`config.mk`:
```
export PLATFORM = sky130hd
export DESIGN_NAME = game_tick_ctrl_flat
export DESIGN_NICKNAME = d
export VERILOG_FILES = /design/src/rtl/game_tick_ctrl_if.sv /design/src/rtl/game_tick_ctrl.sv /design/src/flat_wrapper.sv
export SDC_FILE = /design/constraint.sdc
export NUM_CORES = 1
export LEC_CHECK = 0
export CORE_AREA = 5 5 112 114
export CTS_CLUSTER_DIAMETER = 120
export DETAILED_ROUTE_END_ITERATION = 7
export DIE_AREA = 0 0 117 119
export PLACE_DENSITY = 0.76
export SLEW_MARGIN = 5
export SYNTH_ARGS = -nofsm -noshare
export SYNTH_HDL_FRONTEND = slang
export SYNTH_SLANG_ARGS = --single-unit
```
`constraint.sdc`:
```
create_clock -name clk -period 6.3 [get_ports clk]
set_input_delay 0.945 -clock clk [delete_from_list [all_inputs] [get_ports clk]]
set_output_delay 0.945 -clock clk [all_outputs]
set_load 0.05 [all_outputs]
```
`src/rtl/game_tick_ctrl_if.sv`:
```
// Period-load channel between game logic (master) and game_tick_ctrl (slave).
//
// Handshake: a transfer happens on the rising clock edge where cfg_valid and
// cfg_ready are both high. cfg_ready depends only on the slave's state and
// never on cfg_valid. The master keeps cfg_valid and cfg_count stable until
// it sees that edge. A cfg_valid seen while cfg_ready is low is not queued.
interface game_tick_ctrl_if #(
    parameter int WIDTH = 28
) ();
    logic             cfg_valid;
    logic [WIDTH-1:0] cfg_count;
    logic             cfg_ready;

    modport master (output cfg_valid, output cfg_count, input cfg_ready);
    modport slave  (input cfg_valid, input cfg_count, output cfg_ready);
endinterface

```
`src/rtl/game_tick_ctrl.sv`:
```
// Programmable game-tick controller: one period counter produces a one-cycle
// tick strobe and a 50%-duty slow_clk. The block is controlled by
// start/stop/pause, by level_up speed-up requests and by a period-load channel.
module game_tick_ctrl #(
    parameter int               WIDTH      = 28,
    parameter logic [WIDTH-1:0] BASE_COUNT = 28'd12_499_999,
    parameter logic [WIDTH-1:0] STEP       = 28'd1_000_000,
    parameter logic [WIDTH-1:0] MIN_COUNT  = 28'd2_499_999
) (
    input  logic                  clk,
    input  logic                  rst_n,
    input  logic                  start,
    input  logic                  stop,
    input  logic                  pause,
    input  logic                  level_up,
    game_tick_ctrl_if.slave       cfg,
    output logic                  tick,
    output logic                  slow_clk,
    output logic [WIDTH-1:0]      cur_count,
    output logic [15:0]           tick_cnt,
    output logic [1:0]            state
);

    typedef enum logic [1:0] {
        S_IDLE  = 2'd0,
        S_RUN   = 2'd1,
        S_PAUSE = 2'd2
    } state_t;

    state_t           state_q;
    logic [WIDTH-1:0] cnt_q;
    logic [WIDTH-1:0] cur_count_q;
    logic             tick_q;
    logic             slow_clk_q;
    logic [15:0]      tick_cnt_q;
    logic             pending_q;

    logic             terminal;
    logic             cfg_load;
    logic [WIDTH-1:0] shortened;
    logic [WIDTH-1:0] cfg_clamped;

    // Loads are accepted only while the counter is stopped or frozen.
    assign cfg.cfg_ready = (state_q != S_RUN);
    assign cfg_load      = cfg.cfg_valid & cfg.cfg_ready;
    assign terminal      = (cnt_q == cur_count_q);

    // Candidate period values: one step shorter with a floor, and a clamped load.
    // The comparison is one bit wider so MIN_COUNT+STEP cannot wrap.
    always_comb begin
        shortened   = cur_count_q - STEP;
        cfg_clamped = cfg.cfg_count;
        if ({1'b0, cur_count_q} < ({1'b0, MIN_COUNT} + {1'b0, STEP})) begin
            shortened = MIN_COUNT;
        end
        if (cfg.cfg_count < MIN_COUNT) begin
            cfg_clamped = MIN_COUNT;
        end
    end

    // Control FSM with counter, period register and all registered outputs.
    // Edge priority: stop, then terminal count, then pause, then config load.
    always_ff @(posedge clk or negedge rst_n) begin
        if (!rst_n) begin
            state_q     <= S_IDLE;
            cnt_q       <= '0;
            cur_count_q <= BASE_COUNT;
            tick_q      <= 1'b0;
            slow_clk_q  <= 1'b0;
            tick_cnt_q  <= '0;
            pending_q   <= 1'b0;
        end else begin
            tick_q <= 1'b0;
            if (stop) begin
                state_q   <= S_IDLE;
                cnt_q     <= '0;
                pending_q <= 1'b0;
            end else begin
                case (state_q)
                    S_IDLE: begin
                        cnt_q <= '0;
                        if (start) begin
                            state_q    <= S_RUN;
                            tick_cnt_q <= '0;
                        end
                        if (cfg_load) begin
                            cur_count_q <= cfg_clamped;
                            pending_q   <= 1'b0;
                        end
                    end
                    S_RUN: begin
                        if (level_up) begin
                            pending_q <= 1'b1;
                        end
                        // The edge that sees pause still counts as a run cycle,
                        // so a tick due on it is issued before freezing.
                        if (terminal) begin
                            cnt_q      <= '0;
                            tick_q     <= 1'b1;
                            slow_clk_q <= ~slow_clk_q;
                            tick_cnt_q <= tick_cnt_q + 16'd1;
                            if (pending_q | level_up) begin
                                cur_count_q <= shortened;
                                pending_q   <= 1'b0;
                            end
                        end else begin
                            cnt_q <= cnt_q + 1'b1;
                        end
                        if (pause) begin
                            state_q <= S_PAUSE;
                        end
                    end
                    S_PAUSE: begin
                        if (level_up) begin
                            pending_q <= 1'b1;
                        end
                        // Leaving PAUSE only re-arms counting; the counter
                        // advances from the next edge.
                        if (!pause) begin
                            state_q <= S_RUN;
                        end
                        if (cfg_load) begin
                            cur_count_q <= cfg_clamped;
                            cnt_q       <= '0;
                            pending_q   <= 1'b0;
                        end
                    end
                    default: begin
                        state_q <= S_IDLE;
                        cnt_q   <= '0;
                    end
                endcase
            end
        end
    end

    assign tick      = tick_q;
    assign slow_clk  = slow_clk_q;
    assign cur_count = cur_count_q;
    assign tick_cnt  = tick_cnt_q;
    assign state     = state_q;

endmodule

```
`src/flat_wrapper.sv`:
```
// flat-port wrapper written by rule: the top's interface ports become plain ports
module game_tick_ctrl_flat 
#(
    parameter int               WIDTH      = 28,
    parameter logic [WIDTH-1:0] BASE_COUNT = 28'd12_499_999,
    parameter logic [WIDTH-1:0] STEP       = 28'd1_000_000,
    parameter logic [WIDTH-1:0] MIN_COUNT  = 28'd2_499_999
)
  (clk, rst_n, start, stop, pause, level_up, tick, slow_clk, cur_count, tick_cnt, state, cfg_cfg_valid, cfg_cfg_count, cfg_cfg_ready);
  game_tick_ctrl_if #(.WIDTH(WIDTH)) cfg_i ();
  input  logic clk;
  input  logic rst_n;
  input  logic start;
  input  logic stop;
  input  logic pause;
  input  logic level_up;
  output logic tick;
  output logic slow_clk;
  output logic [WIDTH-1:0] cur_count;
  output logic [15:0] tick_cnt;
  output logic [1:0] state;
  input wire logic [$bits(cfg_i.cfg_valid)-1:0] cfg_cfg_valid;
  input wire logic [$bits(cfg_i.cfg_count)-1:0] cfg_cfg_count;
  output wire logic [$bits(cfg_i.cfg_ready)-1:0] cfg_cfg_ready;
  assign cfg_i.cfg_valid = cfg_cfg_valid;
  assign cfg_i.cfg_count = cfg_cfg_count;
  assign cfg_cfg_ready = cfg_i.cfg_ready;
  game_tick_ctrl #(.WIDTH(WIDTH), .BASE_COUNT(BASE_COUNT), .STEP(STEP), .MIN_COUNT(MIN_COUNT)) u_core (.clk(clk), .rst_n(rst_n), .start(start), .stop(stop), .pause(pause), .level_up(level_up), .cfg(cfg_i), .tick(tick), .slow_clk(slow_clk), .cur_count(cur_count), .tick_cnt(tick_cnt), .state(state));
endmodule
```
==> After elaboration in Yosys (flattened, before gate mapping) <==
Cells that the tools add are included.
{ "word_totals": {"reg_bits": 77, "latch_bits": 0, "ram_bits": 0, "rom_bits": 0, "inputBits": 35, "out_inout_bits": 49, "word_cells": 67, "memories": 0} }
{ "classes": {"addsub": 3, "mul": 0, "div_mod_pow": 0, "magnitude_cmp": 2, "n_eq_ne": 13, "shifts": 0, "mux": 28, "n_bitwise": 4, "n_reduce_logical": 10} }
{ "op_table": {"columns": ["cell", "count"], "rows": [
  ["two-way mux 28 bit", 8],
  ["one-hot mux 28 bit (2 select lines)", 2],
  ["less-than comparator 28 x 22 -> 1 bit, second input constant", 2],
  ["two-way mux 16 bit", 2],
  ["one-hot mux 16 bit (2 select lines)", 1],
  ["adder 28 x 1 -> 28 bit, second input constant", 1],
  ["== test 28 bit", 1],
  ["subtractor 28 x 20 -> 28 bit, second input constant", 1],
  ["adder 16 x 1 -> 16 bit, second input constant", 1],
  ["two-way mux 1 bit", 9],
  ["!= test 3 bit, second input constant", 3],
  ["two-way mux 2 bit", 4],
  ["!= test 2 x 1 -> 1 bit, second input constant", 4],
  ["!= test 3 x 2 -> 1 bit, second input constant", 2],
  ["one-hot mux 2 bit (3 select lines)", 1],
  ["AND reduction 3 bit", 2],
  ["AND reduction 5 bit", 1],
  ["AND reduction 4 bit", 1],
  ["nonzero test 2 bit", 2],
  ["nonzero test 4 bit", 1],
  ["one-hot mux 1 bit (3 select lines)", 1],
  ["== test 2 x 1 -> 1 bit, second input constant", 1],
  ["== test 2 bit, second input constant", 1],
  ["zero test 2 bit", 1],
  ["other kinds (6)", 7]
]} }

==> Depth between registers and ports, before layout <==
Gate-level depths: netlist of the first run.
{ "depth": {"depth_word": 5, "depth_mapped": 10, "ltp_nobuf": 8} }

==> Least setup slack after synthesis of the first run <==
OpenSTA, ideal clock, no wires.
{ "synth_timing": {"kind": "in2reg", "from": "input port cfg_cfg_count[27]", "to": "register u_core.cur_count_q[27] (netlist: u_core.cur_count[27])", "setup_time_ps": 122, "arrival_ps": 2648, "t_required_ps": 6178, "path_slack_ps": 3530, "cell_stages": 6, "n_path_buf": 1, "path_cell_list": "or4_1 -> a2111oi_2 -> a21oi_2 -> a21o_1 -> buf_2 -> a32o_1"} }
{ "synth_via": {"elab_chain_cells": 4} }
{ "synth_lines": {"columns": ["item", "line_no", "text"], "rows": [
  ["start: declaration", "flat_wrapper.sv:23", "input wire logic [$bits(cfg_i.cfg_count)-1:0] cfg_cfg_count;"],
  ["less-than comparator 28 x 22 -> 1 bit", "game_tick_ctrl.sv:56", "if (cfg.cfg_count < MIN_COUNT) begin"],
  ["two-way mux 28 bit *", "game_tick_ctrl.sv:56", null],
  ["two-way mux 28 bit *", "game_tick_ctrl.sv:86, game_tick_ctrl.sv:122", null],
  ["one-hot mux 28 bit (2 select lines) *", "game_tick_ctrl.sv:79", "case (state_q)"],
  ["end signal: assignment", "game_tick_ctrl.sv:87", "cur_count_q <= cfg_clamped;"],
  ["end signal: assignment", "game_tick_ctrl.sv:103", "cur_count_q <= shortened;"],
  ["end signal: assignment", "game_tick_ctrl.sv:123", "cur_count_q <= cfg_clamped;"],
  ["end: declaration", "game_tick_ctrl.sv:32", "logic [WIDTH-1:0] cur_count_q;"]
]} }
Mark *: on every way between the ends. The rest lies on a longest branch, timed or not. The select of a mux whose other input is x is not followed.
A chain may end at the register's enable or synchronous reset.

==> Final worst setup path of the first run <==
{ "layout_timing": {"from": "register u_core.state_q[0] (netlist: u_core.state[0])", "to": "register u_core.cur_count_q[26] (netlist: u_core.cur_count[26])"} }
{ "layout_via": {"elab_chain_cells": 4, "word_cells_on_any_way": 12, "classes_between": "eq/ne (6); mux (1); bitwise (1); reduce/logical (4)"} }
{ "layout_lines": {"columns": ["item", "line_no", "text"], "rows": [
  ["start: declaration", "game_tick_ctrl.sv:30", "state_t state_q;"],
  ["start signal: assignment", "game_tick_ctrl.sv:65", "state_q <= S_IDLE;"],
  ["start signal: assignment", "game_tick_ctrl.sv:75", "state_q <= S_IDLE;"],
  ["start signal: assignment", "game_tick_ctrl.sv:83", "state_q <= S_RUN;"],
  ["== test 2 bit, or another cell as far along", "game_tick_ctrl.sv:79", null],
  ["OR reduction 2 bit (no line) / bitwise AND 1 bit (equally long branches)", null, null],
  ["!= test 2 x 1 -> 1 bit (no line) / nonzero test 2 bit (equally long branches)", null, null],
  ["AND reduction 5 bit (no line)", null, null]
]} }
Several ways; a longest one is shown, not always the timed one.

==> results of run 1 <==
worst max-delay path by stage:
stage / from / to / slack [ns] / cells past startpoint
finish: u_core.state[0] / u_core.cur_count[26] / 2.76 / 8
global route: u_core.state[0] / u_core.cur_count[9] / 2.50 / 8
CTS: u_core.state[0] / u_core.cur_count[26] / 2.88 / 8
detailed placement: stop / u_core.tick_cnt[9] / 2.58 / 5
global placement: stop / u_core.tick_cnt[6] / 2.74 / 5
floorplan: cfg_cfg_count[27] / u_core.cur_count[27] / 3.53 / 6
worst register-to-register path, cell delays in order, from the launching register on:
cell	delay, ns
dfrtp_1	0.42
inv_1	0.10
ha_1	0.30
nor2_1	0.58
nand4_1	0.23
nor4_2	0.64
or2_1	0.76
a32oi_1	0.23
o22ai_1	0.20
synthesized netlist by cell type (all sizes together) (16+ instances only):
cell type	n	area [sq um]
a21oi	40	211
buf	19	111
dfrtp	61	1530
dfstp	16	420
inv	24	90.1
nand2	32	120
nand3	29	145
nand4	19	125
nor2	46	175
nor4	17	149
o21ai	37	185
xnor2	33	304
layout make-up:
cell class,instances,area share
Clock buffer,12,0.0401
Clock inverter,4,0.00773
Inverter,24,0.0146
Multi-Input combinational cell,422,0.453
Sequential cell,77,0.317
Tap cell,143,0.0291
Timing Repair Buffer,87,0.139
where the power goes:
group | internal, mW | switching, mW | total [mW]
clock network | 0.317 | 0.207 | 0.524
logic | 0.495 | 0.913 | 1.41
registers | 0.632 | 0.217 | 0.849
flip-flops by register name, summed over array words and instances (netlist names):
register,flops
u_core.cnt_q,28
u_core.state,2
u_core.tick_cnt,16
u_core.cur_count,28
u_core.tick,1
u_core.pending_q,1
u_core.slow_clk,1
routing by layer:
| metal | routed length (microns) | vias up | global-route usage |
|---|---|---|---|
| li1 | - | 2191 | - |
| met5 | 0 | - | 0 |
| met1 | 6040 | 2319 | 0.275 |
| met4 | 214 | 0 | 0.0573 |
| met2 | 6910 | 217 | 0.336 |
| met3 | 1040 | 26 | 0.0487 |
kinds of logic after synthesis:
group / after synthesis
compound gates: 154
xor+xnor: 47
fa+ha+maj: 8
buf+inv: 54
flops: 77
mux: 7
simple gates: 206
==> metrics.txt, run 1 <==
# TYPE chip_impl_metric gauge
chip_impl_info{name="status",value="finished, final reports clean"} 1
chip_impl_metric{name="drive_above_1_share",unit=""} 0.0847
chip_impl_metric{name="post-layout-total-power",unit="mW"} 2.78
chip_impl_metric{name="routability_congestion",unit=""} 0.916
chip_impl_metric{name="drt_pass1_iterations",unit=""} 5
chip_impl_info{name="cell_breakdown_of_the_critical_path",value="inv_1, ha_1, nor2_1, nand4_1, nor4_2, or2_1, a32oi_1, o22ai_1"} 1
chip_impl_metric{name="cts.hold.buffers_added",unit=""} 0
chip_impl_metric{name="grt_start_max_net_pins",unit=""} 78
chip_impl_info{name="hold_path.class",value="reg -> reg"} 1
chip_impl_metric{name="place.port_buffers",unit=""} 83
chip_impl_metric{name="critical_path_peak_fanout",unit=""} 24
chip_impl_metric{name="first_global_vias",unit=""} 4662
chip_impl_metric{name="gr-total-overflow",unit=""} 0
chip_impl_info{name="type_of_the_setup_path_with_the_least_slack",value="reg -> reg"} 1
chip_impl_metric{name="grt_usage",unit=""} 0.207
chip_impl_metric{name="first_pass_grt_wire_length",unit="mm"} 23.6
chip_impl_metric{name="required",unit="ns"} 6.55
chip_impl_metric{name="post_synth_inst_count",unit=""} 553
chip_impl_metric{name="die-width",unit="microns"} 117
chip_impl_metric{name="ys_warn_count",unit=""} 0
chip_impl_info{name="critical_path.reg2reg.startpoint",value="u_core.state[0]"} 1
chip_impl_info{name="cpMaxStageDelayCell",value="or2_1"} 1
chip_impl_info{name="worst_r2r_endpoint",value="u_core.cur_count[26]"} 1
chip_impl_metric{name="synth-edff-count",unit=""} 0
chip_impl_info{name="rsz0062_at_grt",value="false"} 1
chip_impl_info{name="hold_path_end",value="u_core.slow_clk"} 1
chip_impl_info{name="cts_root_buf",value="clkbuf_16"} 1
chip_impl_metric{name="floorplan.initialDensity",unit=""} 0.439
chip_impl_metric{name="max_transition_viols_final",unit=""} 0
chip_impl_metric{name="post_synth_xor_area_fraction",unit=""} 0.0858
chip_impl_metric{name="fin_skew",unit="ns"} 0.00505
chip_impl_metric{name="place_ws",unit="ns"} 2.58
chip_impl_metric{name="worst_ep_arrival_time",unit="ns"} 3.79
chip_impl_metric{name="synthesized_area_fraction_occupied_by_ao_oa_aoi_and_oai_cells",unit=""} 0.210
chip_impl_info{name="mostFrequentLayoutCells",value="clkdlybuf4s50_1 (82), dfrtp_1 (61), nor2_1 (45)"} 1
chip_impl_metric{name="syn_avg_cell_area",unit="sq um"} 9.00
chip_impl_info{name="timing.hold.worst.start",value="u_core.slow_clk"} 1
chip_impl_metric{name="fillerInstances",unit=""} 1021
chip_impl_metric{name="setup_viol",unit=""} 0
chip_impl_metric{name="timing.hold.worst_path_depth",unit=""} 1
chip_impl_info{name="clock_tree_from_tritoncts",value="done"} 1
chip_impl_metric{name="ff_latch_area",unit="sq um"} 1950
chip_impl_metric{name="worst_slew_pin_slew",unit="ns"} 1.17
chip_impl_metric{name="vias",unit=""} 4753
chip_impl_metric{name="synth-simple-area-share",unit=""} 0.230
chip_impl_metric{name="finish.utilization",unit=""} 0.543
chip_impl_metric{name="cpPeakStageDelay",unit="ns"} 0.76
chip_impl_metric{name="power.density_cell_area",unit="nW/um^2"} 452
chip_impl_info{name="main_combinational_cell_family_by_area_after_synthesis",value="simple AND/OR/NAND/NOR gates"} 1
chip_impl_metric{name="critical_path_buf_inv_count",unit=""} 1
chip_impl_info{name="setup.worst_path.start_class",value="register"} 1
chip_impl_metric{name="fin_nets",unit=""} 664
chip_impl_info{name="synth_top_flop_cell",value="dfrtp_1"} 1
chip_impl_metric{name="multiInputGateArea",unit="sq um"} 2790
chip_impl_metric{name="tritoncts.num_buffers",unit=""} 9
chip_impl_metric{name="clock.fmax",unit="MHz"} 283
chip_impl_metric{name="async_reset_ff_frac",unit=""} 1.00
chip_impl_info{name="mostFrequentLayoutCell",value="clkdlybuf4s50_1"} 1
chip_impl_metric{name="worst_ir_drop_vdd",unit="mV"} 0.285
chip_impl_metric{name="ys_seq_area_frac",unit=""} 0.391
chip_impl_metric{name="detailed_place_hpwl",unit="mm"} 10.1
chip_impl_metric{name="core-area",unit="sq um"} 11300
chip_impl_metric{name="drt_drc_violations_left",unit=""} 0
chip_impl_metric{name="syn-cell-area",unit="sq um"} 4970
chip_impl_metric{name="die-height",unit="microns"} 119
chip_impl_metric{name="final_min_period_over_clock_period",unit=""} 0.561
chip_impl_metric{name="design.portCount",unit=""} 84
chip_impl_metric{name="average_wire_length_per_cell_after_detail_routing",unit="microns"} 18.5
chip_impl_metric{name="post_synth_num_cell_types",unit=""} 70
chip_impl_info{name="path_delay_family",value="simple AND/OR/NAND/NOR gates"} 1
chip_impl_metric{name="layout_setup_ws",unit="ns"} 2.76
chip_impl_metric{name="placed_area",unit="sq um"} 5860
chip_impl_metric{name="cts_buffer_depth",unit=""} 2
chip_impl_metric{name="drt_iter0_markers",unit=""} 599
chip_impl_metric{name="core.rowCount",unit=""} 39
chip_impl_metric{name="cellLeakagePower",unit="nW"} 2.28
chip_impl_metric{name="synth_adder_area_share",unit=""} 0.0201
chip_impl_metric{name="final.min_clock_period",unit="ns"} 3.54
chip_impl_metric{name="stdcell_count",unit=""} 769
chip_impl_metric{name="clock_insertion_delay_worst_skew",unit="ns"} 0.33
chip_impl_metric{name="clock-sinks",unit=""} 77
chip_impl_metric{name="drv_cap",unit=""} 0
chip_impl_metric{name="area_growth",unit="%"} 23.6
chip_impl_metric{name="clk_pin_slew",unit="ns"} 0.06
chip_impl_metric{name="cts_repair_resize_count",unit=""} 0
chip_impl_metric{name="synth_seq_cells",unit=""} 77
chip_impl_metric{name="worst-r2r-cell-count",unit=""} 8
chip_impl_metric{name="place_inst",unit=""} 753
chip_impl_metric{name="proportion_of_synthesized_area_in_mux_cells",unit=""} 0.0143
chip_impl_metric{name="routed_wire_length",unit="mm"} 14.2
chip_impl_metric{name="slew_headroom",unit=""} 0.211
chip_impl_metric{name="cts_htree_levels",unit=""} 3
chip_impl_metric{name="grt_antenna_before_repair",unit=""} 0
chip_impl_metric{name="r2r_setup_slack",unit="ns"} 2.76
chip_impl_info{name="endpoint_kind",value="register"} 1
chip_impl_metric{name="synth_nets",unit=""} 596
chip_impl_metric{name="final_design_area_no_fill",unit="sq um"} 6150
chip_impl_metric{name="post-cts-setup-buffers",unit=""} 0
chip_impl_metric{name="timing_hold_violations_final",unit=""} 0
chip_impl_metric{name="insertedDiodeCount",unit=""} 0
chip_impl_metric{name="vias_per_cell",unit=""} 6.18
chip_impl_metric{name="totalNegativeSetupSlack",unit="ns"} 0
chip_impl_metric{name="antenna_violating_nets_left",unit=""} 0
chip_impl_metric{name="hold_ws",unit="ns"} 0.470
chip_impl_metric{name="floorplan.die_area",unit="sq um"} 13900
Power figures use the tool's default switching activity.
==> run 2: changes to the inputs <==
Clock period 6.3 ns to 3.6 ns, I/O delays scaled along.
==> run 2 against run 1 <==
  * Combinational power is 79% higher
  * Non-clock buffer count increased by 5
  * Fmax grew 19%
  * Final cell count grew 0.65%
  * Worst hold slack lost 0.16 ns
  * Clock power increased by 87%
  * Highest routed layer unchanged
==> metrics.txt, run 2 (synthesized netlist as in run 1, its figures left out) <==
# TYPE chip_impl_metric gauge
chip_impl_metric{name="final.min_clock_period",unit="ns"} 2.97
chip_impl_metric{name="place.port_buffers",unit=""} 83
chip_impl_metric{name="floorplan.initialDensity",unit=""} 0.439
chip_impl_metric{name="detailed_place_hpwl",unit="mm"} 10.5
chip_impl_metric{name="tritoncts.num_buffers",unit=""} 9
chip_impl_metric{name="core.rowCount",unit=""} 39
chip_impl_info{name="cpMaxStageDelayCell",value="nor2_1"} 1
chip_impl_metric{name="post-layout-total-power",unit="mW"} 5.00
chip_impl_metric{name="final_min_period_over_clock_period",unit=""} 0.824
chip_impl_metric{name="pwr-share-comb",unit=""} 0.506
chip_impl_metric{name="power.density_cell_area",unit="nW/um^2"} 802
chip_impl_metric{name="drive_above_1_share",unit=""} 0.0935
chip_impl_metric{name="worst_ep_arrival_time",unit="ns"} 3.19
chip_impl_metric{name="floorplan.die_area",unit="sq um"} 13900
chip_impl_metric{name="switching_power",unit="mW"} 2.38
chip_impl_metric{name="max_transition_viols_final",unit=""} 0
chip_impl_metric{name="cts_buffer_depth",unit=""} 2
chip_impl_metric{name="drt_pass1_iterations",unit=""} 6
chip_impl_metric{name="die-width",unit="microns"} 117
chip_impl_metric{name="sequential_fraction_of_design_power",unit=""} 0.298
chip_impl_metric{name="clk_pin_slew",unit="ns"} 0.06
chip_impl_metric{name="required",unit="ns"} 3.82
chip_impl_metric{name="clkPwrFrac",unit=""} 0.196
chip_impl_metric{name="core-area",unit="sq um"} 11300
chip_impl_info{name="hold_path.class",value="in -> async"} 1
chip_impl_metric{name="post-cts-setup-buffers",unit=""} 0
chip_impl_metric{name="insertedDiodeCount",unit=""} 0
chip_impl_info{name="clock_tree_from_tritoncts",value="done"} 1
chip_impl_metric{name="grt_start_max_net_pins",unit=""} 43
chip_impl_info{name="endpoint_kind",value="register"} 1
chip_impl_metric{name="clock-sinks",unit=""} 77
chip_impl_metric{name="cellLeakagePower",unit="nW"} 2.32
chip_impl_metric{name="slew_headroom",unit=""} 0.258
chip_impl_metric{name="critical_path_peak_fanout",unit=""} 17
chip_impl_info{name="cell_breakdown_of_the_critical_path",value="inv_1, ha_1, nor2_1, buf_4, o31a_1, nor2_1, buf_4, o21ai_0, a32o_1"} 1
chip_impl_metric{name="routability_congestion",unit=""} 0.912
chip_impl_metric{name="first_global_vias",unit=""} 4773
chip_impl_metric{name="drv_cap",unit=""} 0
chip_impl_info{name="mostFrequentLayoutCells",value="clkdlybuf4s50_1 (82), dfrtp_1 (61), nor2_1 (45)"} 1
chip_impl_metric{name="grt_antenna_before_repair",unit=""} 0
chip_impl_info{name="rsz0062_at_grt",value="false"} 1
chip_impl_metric{name="cts_repair_resize_count",unit=""} 0
chip_impl_metric{name="cts_htree_levels",unit=""} 3
chip_impl_info{name="cts_root_buf",value="clkbuf_16"} 1
chip_impl_metric{name="design.portCount",unit=""} 84
chip_impl_info{name="status",value="finished, final reports clean"} 1
chip_impl_metric{name="fin_skew",unit="ns"} 0.00700
chip_impl_metric{name="clock.fmax",unit="MHz"} 337
chip_impl_info{name="path_delay_family",value="simple AND/OR/NAND/NOR gates"} 1
chip_impl_info{name="type_of_the_setup_path_with_the_least_slack",value="reg -> reg"} 1
chip_impl_metric{name="die-height",unit="microns"} 119
chip_impl_info{name="mostFrequentLayoutCell",value="clkdlybuf4s50_1"} 1
chip_impl_metric{name="area_growth",unit="%"} 25.4
chip_impl_metric{name="hold_ws",unit="ns"} 0.309
chip_impl_info{name="setup.worst_path.start_class",value="register"} 1
chip_impl_metric{name="timing_hold_violations_final",unit=""} 0
chip_impl_metric{name="antenna_violating_nets_left",unit=""} 0
chip_impl_metric{name="cpPeakStageDelay",unit="ns"} 0.86
chip_impl_metric{name="average_wire_length_per_cell_after_detail_routing",unit="microns"} 18.7
chip_impl_metric{name="first_pass_grt_wire_length",unit="mm"} 24.1
chip_impl_metric{name="gr-total-overflow",unit=""} 0
chip_impl_metric{name="drt_iter0_markers",unit=""} 543
chip_impl_metric{name="fin_nets",unit=""} 669
chip_impl_metric{name="worst_slew_pin_slew",unit="ns"} 1.11
chip_impl_metric{name="cts.hold.buffers_added",unit=""} 0
chip_impl_metric{name="vias",unit=""} 4799
chip_impl_metric{name="vias_per_cell",unit=""} 6.20
chip_impl_metric{name="totalNegativeSetupSlack",unit="ns"} 0
chip_impl_metric{name="grt_usage",unit=""} 0.213
chip_impl_metric{name="setup_viol",unit=""} 0
chip_impl_metric{name="switching_share",unit=""} 0.475
chip_impl_metric{name="internal-power",unit="mW"} 2.63
chip_impl_metric{name="clock_insertion_delay_worst_skew",unit="ns"} 0.34
chip_impl_metric{name="critical_path_buf_inv_count",unit=""} 3
chip_impl_metric{name="drt_drc_violations_left",unit=""} 0
chip_impl_metric{name="routed_wire_length",unit="mm"} 14.5
chip_impl_metric{name="worst_ir_drop_vdd",unit="mV"} 0.557
run 2: cell count changes in the layout (fill, tap and decap cells not counted), sizes merged:
cell | before | now
bufinv | 1 | 2
buf | 5 | 10
clkbuf | 12 | 10
clkinvlp | 1 | 2
run 2: worst reg2reg max path, cell delays in order (launching register included):
cell     delay, ns
dfrtp_1       0.44
inv_1         0.11
ha_1          0.30
nor2_1        0.13
buf_4         0.19
o31a_1        0.16
nor2_1        0.87
buf_4         0.32
o21ai_0       0.11
a32o_1        0.22
run 2: area by class of cell:
| class | instances | area [sq um] |
|---|---|---|
| inverter | 24 | 90.1 |
| timing repair buffer | 92 | 918 |
| tap | 143 | 179 |
| multi-input combinational | 422 | 2790 |
| clock inverter | 6 | 88.8 |
| sequential | 77 | 1950 |
| fill | 995 | 5080 |
| clock buffer | 10 | 229 |
run 2: through the flow:
step / area, sq um / utilization / std cells / worst slack (ns)
floorplan: 4970 / - / 553 / 0.937
global route: 6240 / 0.551 / 774 / 0.435
detailed placement: 5920 / 0.523 / 758 / 0.583
finish: 6240 / 0.551 / 774 / 0.633
global placement: 5920 / 0.523 / 758 / 0.615
CTS: 6240 / 0.551 / 774 / 0.652
run 2: layer usage:
| metal | vias up | wire length, microns | global-route usage |
|---|---|---|---|
| li1 | 2208 | - | - |
| met1 | 2327 | 6210 | 0.290 |
| met2 | 236 | 6920 | 0.336 |
| met3 | 28 | 1040 | 0.0365 |
| met4 | 0 | 285 | 0.0846 |
| met5 | - | 0 | 0 |
run 2: power by group through the flow:
stage                     logic, mW  registers [mW]  clock network [mW]
after detailed placement       2.50            1.50                   0
after global routing           2.73            1.53                1.03
after global placement         2.46            1.49                   0
final                          2.53            1.49               0.982
after CTS                      2.51            1.48               0.995
after floorplan                1.32            1.87                   0
run 2: final timing paths:
path,start,endpoint,slack [ns],cells past startpoint
worst min register to register,u_core.slow_clk,u_core.slow_clk,0.48,1
min in group clk,u_core.slow_clk,u_core.slow_clk,0.48,1
worst max register to register,u_core.state[1],u_core.cur_count[27],0.63,9
max in group asynchronous,rst_n,u_core.cur_count[23],2.51,2
worst min-delay path,rst_n,u_core.tick_cnt[2],0.31,1
worst max-delay path,u_core.state[1],u_core.cur_count[27],0.63,9
